**config.mk**
```make
export PLATFORM = sky130hd
export DESIGN_NAME = simple_piso_tx
export DESIGN_NICKNAME = d
export VERILOG_FILES = /design/src/rtl/simple_piso_tx_pkg.sv /design/src/rtl/simple_bit_cnt.sv /design/src/rtl/simple_piso_tx.sv
export SDC_FILE = /design/constraint.sdc
export NUM_CORES = 1
export LEC_CHECK = 0
export CAP_MARGIN = 20
export CORE_AREA = 2 2 39 41
export DETAILED_ROUTE_END_ITERATION = 16
export DIE_AREA = 0 0 41 43
export GPL_ROUTABILITY_DRIVEN = 1
export PLACE_DENSITY = 0.5
export SETUP_SLACK_MARGIN = 0.15
export SYNTH_ARGS = -nofsm -noshare
export SYNTH_HDL_FRONTEND = slang
export SYNTH_SLANG_ARGS = --single-unit
```
**constraint.sdc**
```tcl
create_clock -name ck -period 1.3 [get_ports ck]
set_input_delay 0.13 -clock ck [delete_from_list [all_inputs] [get_ports ck]]
set_output_delay 0.13 -clock ck [all_outputs]
set_load 0.01 [all_outputs]
```
**src/rtl/simple_piso_tx_pkg.sv**
```systemverilog
// simple_piso_tx_pkg: shared state encoding and default width for the serial link
package simple_piso_tx_pkg;
  localparam int N_DEF = 4;
  typedef enum logic {TX_IDLE = 1'b0, TX_SHIFT = 1'b1} tx_state_t;
endpackage

```
**src/rtl/simple_bit_cnt.sv**
```systemverilog
// simple_bit_cnt: bit counter with clear, enable and terminal flag at N-1
module simple_bit_cnt
  import simple_piso_tx_pkg::*;
#(
  parameter int N  = N_DEF,
  parameter int CW = $clog2(N)
) (
  input  logic ck,
  input  logic rst,
  input  logic clr,
  input  logic en,
  output logic term
);
  logic [CW-1:0] cnt;
  always_ff @(posedge ck or posedge rst)
    if (rst) cnt <= '0;
    else if (clr) cnt <= '0;
    else if (en) cnt <= cnt + 1'b1;
  assign term = cnt == CW'(N - 1);
endmodule

```
**src/rtl/simple_piso_tx.sv**
```systemverilog
// simple_piso_tx: parallel-in serial-out transmitter, LSB first, valid/ready word load
module simple_piso_tx
  import simple_piso_tx_pkg::*;
#(
  parameter  int N  = N_DEF,
  localparam int CW = $clog2(N)
) (
  input  logic         ck,
  input  logic         rst,
  input  logic [N-1:0] din,
  input  logic         ld_v,
  output logic         ld_r,
  output logic         sout,
  output logic         sv,
  output logic         done
);
  tx_state_t    state;
  logic [N-1:0] sr;
  logic         term, acc, shift;
  assign shift = state == TX_SHIFT;
  assign done  = shift & term;
  // ready on the last bit too, so the next word follows with no idle gap
  assign ld_r  = ~rst & (~shift | term);
  assign acc   = ld_v & ld_r;
  assign sv    = shift;
  assign sout  = shift & sr[0];
  simple_bit_cnt #(.N(N), .CW(CW)) u_cnt (
    .ck  (ck),
    .rst (rst),
    .clr (acc | done),
    .en  (shift),
    .term(term)
  );
  always_ff @(posedge ck or posedge rst)
    if (rst) begin
      state <= TX_IDLE;
      sr    <= '0;
    end else if (acc) begin
      state <= TX_SHIFT;
      sr    <= din;
    end else if (shift) begin
      sr <= sr >> 1;
      if (term) state <= TX_IDLE;
    end
endmodule

```
==> flow_metrics.py, run 1 <==
metrics = {
    "timing": {
        "finalMaxSlewViolations": 0,
        "min_period_over_period_pct": 102,
        "final.setup.tns_ns": -0.0430,
        "slew_headroom_pct": 90.4,
        "fin_skew_ns": 0.00165,
        "setup_viol": 4,
        "period_minus_slack_ns": 1.32,
        "max_clock_freq_mhz": 758,
        "final_hold_viol_count": 0,
        "worst_slack_ns": -0.0198,
        "tightest_slew_ns": 0.144,
        "rsz0062_at_grt": "yes",
    },
    "final_layout": {
        "fin_nets": 59,
        "fill_cells": 127,
        "n_antenna_cell": 0,
        "drive_gt1_share_pct": 52.0,
        "final_area_um2": 607,
        "syn_to_final_growth_pct": 65.0,
    },
    "setup_path": {
        "crit_fanout": 4,
        "cp.buffers_inverters": 2,
        "rrSetupSlack_ns": -0.02,
        "r2r_cells": 4,
        "startpoint_type": "flop",
        "slowest_stage": "dfrtp_2",
        "cp-end-kind": "flop",
        "cp_slowest_stage_delay_ns": 0.42,
        "arrival_ns": 1.46,
        "r2r-start": "sv$_DFF_PP0_",
        "r2r_end": "sr[2]$_DFFE_PP0P_",
        "critPathKind": "flop to flop",
        "worstSetupPathDepth": 4,
        "path_cells": "buf_6 > buf_6 > mux2_4 > mux2_4",
        "path_delay_family": "multiplexers",
        "worstSetupEndpoint": "sr[2]$_DFFE_PP0P_",
        "worst_ep_required_time_ns": 1.44,
        "crit_start": "sv$_DFF_PP0_",
    },
    "clock_tree": {
        "cts.htree.levels": 1,
        "cts.sinks": 7,
        "cts-root-buf": "clkbuf_4",
        "numCtsBuffers": 3,
        "cts.path.max_buffers": 2,
        "clkTransAtPathRegs_ns": 0.06,
        "insertion_delay_ns": 0.26,
        "cts_tree": "done",
    },
    "synthesis": {
        "synth.top_cells.by_count": "7 x dfrtp_1, 5 x mux2_2, 3 x nor2b_1",
        "yosysWarnings": 0,
        "ys_types": 15,
        "synth_top_area_cell": "dfrtp_1",
        "synthFlopType": "dfrtp_1",
        "ys_ff_latch": 7,
        "synth_area_leaders": "dfrtp_1 48%, mux2_2 15%, mux2_4 8.2%",
        "yosysMostFrequentCell": "dfrtp_1",
        "synth_top_area_share_pct": 47.6,
        "netlist_instances": 30,
        "async_reset_ff_share_pct": 100,
        "ys_seq_area_share_pct": 47.6,
        "synth.avg_cell_area_um2": 12.3,
        "synth_nets": 38,
        "synth_edf_count": 0,
        "synthesis.area_um2": 368,
    },
    "run_status": {
        "violations": "negative setup slack",
        "status": "complete, but fails checks",
    },
    "pwr": {
        "p_int_uw": 949,
        "p_switching_uw": 446,
        "sw_frac_of_total_pct": 31.9,
        "p_per_area_nw_per_um2": 2300,
        "p_leak_nw": 0.294,
        "clkPwrFrac_pct": 14.7,
        "combPwrFrac_pct": 56.9,
        "power_frac_seq_pct": 28.4,
        "ir_drop_mv": 0.756,
    },
    "flow_run": {
        "drv_cap": 0,
    },
    "global_route": {
        "grt_util_all_layers_pct": 12.3,
        "grt_pass1_wl_um": 1370,
        "first_global_vias": 308,
        "grt_max_degree": 8,
        "grt_remaining_overflow": 0,
        "antenna_found_initial": 0,
    },
    "die": {
        "die_h_um": 43,
        "start_util_pct": 26.6,
        "die_w_um": 41,
        "placementRows": 14,
        "die-area_um2": 1760,
        "core_area_um2": 1380,
        "ios": 11,
    },
    "route": {
        "drtPass1Iterations": 2,
        "vias_per_cell": 4.26,
        "ant_nets": 0,
        "drtIter0Drc": 3,
        "drcViolationCount": 0,
        "wl_um": 765,
        "route.detailed.wl_per_inst_um": 11.6,
        "vias": 281,
    },
    "placed_design": {
        "post_dp_cell_area_um2": 537,
        "portBuffers": 10,
        "hpwl_um": 518,
        "gp_congestion": 0.701,
    },
    "min_path": {
        "hold_path_class": "input pin to asynchronous set/reset pin",
    },
}
==> cell type report <==
| class | count | area, µm² | share of cell area [%] |
|---|---|---|---|
| clock buffers | 3 | 22.5 | 3.71 |
| clock inverters | 1 | 5.00 | 0.825 |
| inverters | 2 | 7.51 | 1.24 |
| multi-input cells | 20 | 224 | 36.9 |
| flip-flops and latches | 7 | 176 | 29.1 |
| well taps | 16 | 20.0 | 3.30 |
| repair buffers | 17 | 151 | 24.9 |
==> layout by cell type, fill, tap and decap left out <==
master / synthesis / routed
buf_2: 0 / 3
dfrtp_2: 0 / 1
mux2_4: 2 / 6
nand2b_4: 0 / 1
nand3_4: 0 / 1
nor2_1: 1 / 1
clkinv_2: 0 / 1
a21oi_2: 0 / 1
ha_4: 0 / 1
inv_1: 2 / 2
a32o_1: 1 / 1
and2_1: 2 / 2
mux2_2: 5 / 1
nor2b_1: 3 / 3
a22o_1: 1 / 1
nand2_1: 1 / 1
clkdlybuf4s50_1: 0 / 6
clkbuf_4: 0 / 3
buf_6: 0 / 4
dlygate4sd2_1: 0 / 1
buf_4: 1 / 3
dfrtp_1: 7 / 6
==> routing by layer <==
metal	routed length [µm]	vias to the layer above	global-route usage, %
li1	-	143	-
met1	350	131	14.4
met2	369	7	16.9
met3	45	0	6.28
met4	0	0	8.00
met5	0	-	0
==> sequential cells by signal (all words and copies together), names as in the netlist <==
name and count:
sr 4, u_cnt.cnt 2, sv 1
==> worst register-to-register path: stages (launching register included) <==
cell,delay (ns)
dfrtp_2,0.42
buf_6,0.13
buf_6,0.11
mux2_4,0.28
mux2_4,0.26
==> power by group through the flow <==
stage	registers (mW)	logic, mW	clock network [mW]
2_1_floorplan	0.389	0.465	0
3_3_place_gp	0.404	0.611	0
3_5_place_dp	0.419	0.636	0
4_1_cts	0.384	0.773	0.218
5_1_grt	0.408	0.875	0.224
6_report	0.397	0.793	0.205
==> worst min path at each step <==
stage | endpoint | startpoint | depth (start not counted)
2_1_floorplan | sr[0]$_DFFE_PP0P_ | rst | 1
3_3_place_gp | u_cnt.cnt[0]$_DFFE_PP0P_ | rst | 3
3_5_place_dp | u_cnt.cnt[0]$_DFFE_PP0P_ | rst | 3
4_1_cts | u_cnt.cnt[0]$_DFFE_PP0P_ | rst | 3
5_1_grt | sr[0]$_DFFE_PP0P_ | rst | 3
6_report | sr[0]$_DFFE_PP0P_ | rst | 3
==> metrics by stage <==
step	std cells	total power, mW	util [%]	worst slack, ns	hold slack, ns
final	66	1.40	43.9	-0.0198	0.268
after global routing	66	1.51	43.9	-0.0575	0.308
after CTS	66	1.37	42.9	-0.0254	0.242
after detailed placement	58	1.05	38.8	-0.118	0.524
after global placement	58	1.01	38.8	-0.102	0.527
after floorplan	30	0.853	-	0.0579	-0.0368
==> logic make-up after synthesis <==
logic type	share of synthesized area, %
AO/OA/AOI/OAI	6.46
adder cells (fa/ha/maj)	3.40
buffers and inverters	4.08
flip-flops	47.6
multiplexers	23.5
AND/OR/NAND/NOR	15.0
==> repair_timing <==
| action | 4_1_cts | 5_1_grt |
|---|---|---|
| buffers inserted | 4 | 0 |
| pin swaps | 4 | 3 |
| setup endpoints to repair | 10 | 8 |
| gates resized for setup | 17 | 2 |
| gates cloned | 0 | 0 |
| hold buffers | 0 | 0 |
No activity file was read; power rests on OpenSTA's default activity.
==> run 2, diff against run 1 <==
--- a/config.mk
+++ b/config.mk
@@ -9,9 +9,11 @@
 export CORE_AREA = 2 2 39 41
 export DETAILED_ROUTE_END_ITERATION = 16
 export DIE_AREA = 0 0 41 43
+export DONT_BUFFER_PORTS = 1
 export GPL_ROUTABILITY_DRIVEN = 1
-export PLACE_DENSITY = 0.5
+export PLACE_DENSITY = 0.38
 export SETUP_SLACK_MARGIN = 0.15
+export SKIP_LAST_GASP = 1
 export SYNTH_ARGS = -nofsm -noshare
 export SYNTH_HDL_FRONTEND = slang
 export SYNTH_SLANG_ARGS = --single-unit
==> flow_metrics.py, run 2 (synthesized netlist as in run 1, its figures left out) <==
metrics = {
    "timing": {
        "tightest_slew_ns": 0.179,
        "slew_headroom_pct": 88.0,
        "max_clock_freq_mhz": 785,
        "setup_viol": 0,
        "finalMaxSlewViolations": 0,
        "min_period_over_period_pct": 98.0,
        "fin_skew_ns": 0.00206,
        "period_minus_slack_ns": 1.27,
        "final_hold_viol_count": 0,
        "rsz0062_at_grt": "yes",
    },
    "clock_tree": {
        "cts.htree.levels": 1,
        "clkTransAtPathRegs_ns": 0.05,
        "cts_tree": "done",
        "cts.path.max_buffers": 2,
        "cts.sinks": 7,
        "cts-root-buf": "clkbuf_4",
        "insertion_delay_ns": 0.25,
        "numCtsBuffers": 3,
    },
    "min_path": {
        "worstHoldEndpoint": "sr[2]$_DFFE_PP0P_",
        "hold_path_class": "input pin to flop",
        "hold_start": "din[2]",
        "hold_depth": 1,
    },
    "final_layout": {
        "final_cell_mix": "6 x mux2_4, 6 x dfrtp_1, 4 x buf_4",
        "post-route-util_pct": 35.7,
        "fill_cells": 133,
        "top_register": "sr",
        "fin_nets": 47,
        "syn_to_final_growth_pct": 34.4,
        "n_antenna_cell": 0,
        "drive_gt1_share_pct": 55.3,
        "largest_register_ffs": 4,
    },
    "placed_design": {
        "gp_congestion": 0.616,
        "hpwl_um": 518,
        "portBuffers": 0,
    },
    "setup_path": {
        "critPathKind": "flop to flop",
        "crit_fanout": 7,
        "r2r_end": "sr[3]$_DFFE_PP0P_",
        "worst_ep_required_time_ns": 1.43,
        "rrSetupSlack_ns": 0.03,
        "r2r_cells": 4,
        "cp-end-kind": "flop",
        "startpoint_type": "flop",
        "cp_slowest_stage_delay_ns": 0.37,
        "r2r-start": "u_cnt.cnt[1]$_DFFE_PP0P_",
        "slowest_stage": "dfrtp_1",
        "crit_start": "u_cnt.cnt[1]$_DFFE_PP0P_",
        "arrival_ns": 1.41,
        "path_cells": "ha_2 > nand2b_4 > nand3_4 > mux2_4",
    },
    "pwr": {
        "total_power_mw": 1.17,
        "p_int_uw": 794,
        "ir_drop_mv": 0.786,
        "combPwrFrac_pct": 49.0,
        "p_switching_uw": 380,
        "clkPwrFrac_pct": 16.6,
        "sw_frac_of_total_pct": 32.4,
        "p_per_area_nw_per_um2": 2380,
        "p_leak_nw": 0.235,
        "power_frac_seq_pct": 34.4,
    },
    "die": {
        "die_h_um": 43,
        "ios": 11,
        "die_w_um": 41,
        "placementRows": 14,
        "die-area_um2": 1760,
        "start_util_pct": 26.6,
        "core_area_um2": 1380,
    },
    "global_route": {
        "antenna_found_initial": 0,
        "grt_remaining_overflow": 0,
        "grt_util_all_layers_pct": 10.2,
        "grt_pass1_wl_um": 1150,
        "first_global_vias": 257,
        "grt_max_degree": 8,
    },
    "route": {
        "drcViolationCount": 0,
        "wl_um": 688,
        "ant_nets": 0,
        "drtIter0Drc": 2,
        "drtPass1Iterations": 3,
        "route.detailed.wl_per_inst_um": 12.7,
        "vias_per_cell": 4.56,
        "vias": 246,
    },
    "flow_run": {
        "drv_cap": 0,
    },
    "run_status": {
        "status": "completed",
    },
}
## run 2: power groups by stage
stage | registers (mW) | logic, mW | clock network [mW]
floorplan | 0.389 | 0.465 | 0
global placement | 0.409 | 0.501 | 0
detailed placement | 0.412 | 0.518 | 0
CTS | 0.404 | 0.568 | 0.207
global route | 0.416 | 0.622 | 0.224
finish | 0.404 | 0.575 | 0.195
## run 2: how the worst max path moves through the flow
| stage | end | slack [ns] |
|---|---|---|
| after global routing | sr[3]$_DFFE_PP0P_ | -0.02 |
| after floorplan | sr[1]$_DFFE_PP0P_ | 0.06 |
| after global placement | sr[3]$_DFFE_PP0P_ | 0.03 |
| after CTS | sr[3]$_DFFE_PP0P_ | 0.008 |
| final | sr[3]$_DFFE_PP0P_ | 0.03 |
| after detailed placement | sr[1]$_DFFE_PP0P_ | 0.005 |
## run 2: critical path: cells and delay by family, from the launching register on
kind,cells,cell delay (ns)
fa+ha+maj,1,0.19
simple gates,2,0.29
mux,1,0.31
flops,1,0.37
## run 2: repair_timing
item	4_1_cts	5_1_grt
buffers inserted	1	0
hold buffers	1	0
setup endpoints to repair	8	8
pin swaps	3	3
hold endpoints to repair	7	0
gates resized for setup	2	2
## run 2: routing by layer
| metal | GRT usage (%) | wire, µm | up-vias |
|---|---|---|---|
| li1 | - | - | 119 |
| met1 | 12.5 | 273 | 119 |
| met2 | 13.8 | 351 | 8 |
| met3 | 5.24 | 62 | 0 |
| met4 | 6.00 | 0 | 0 |
| met5 | 0 | 0 | - |
## run 2: final cells by class
cell class / instances / area (µm²) / area share, %
inverter: 2 / 7.51 / 1.52
clock buffer: 4 / 26.3 / 5.32
multi-input combinational: 20 / 224 / 45.3
sequential: 7 / 176 / 35.7
timing repair buffer: 5 / 40.0 / 8.10
tap: 16 / 20.0 / 4.05
## run 2: through the flow
stage                     setup WS (ns)  cell area [µm²]  instances  hold WS (ns)  setup TNS [ns]
after floorplan                  0.0579              405         30       -0.0368               0
after global placement           0.0304              437         48        0.0795               0
after detailed placement        0.00530              437         48        0.0835               0
after CTS                       0.00800              487         54        0.0145               0
after global routing            -0.0245              494         54       0.00991         -0.0813
final                            0.0261              494         54        0.0255               0
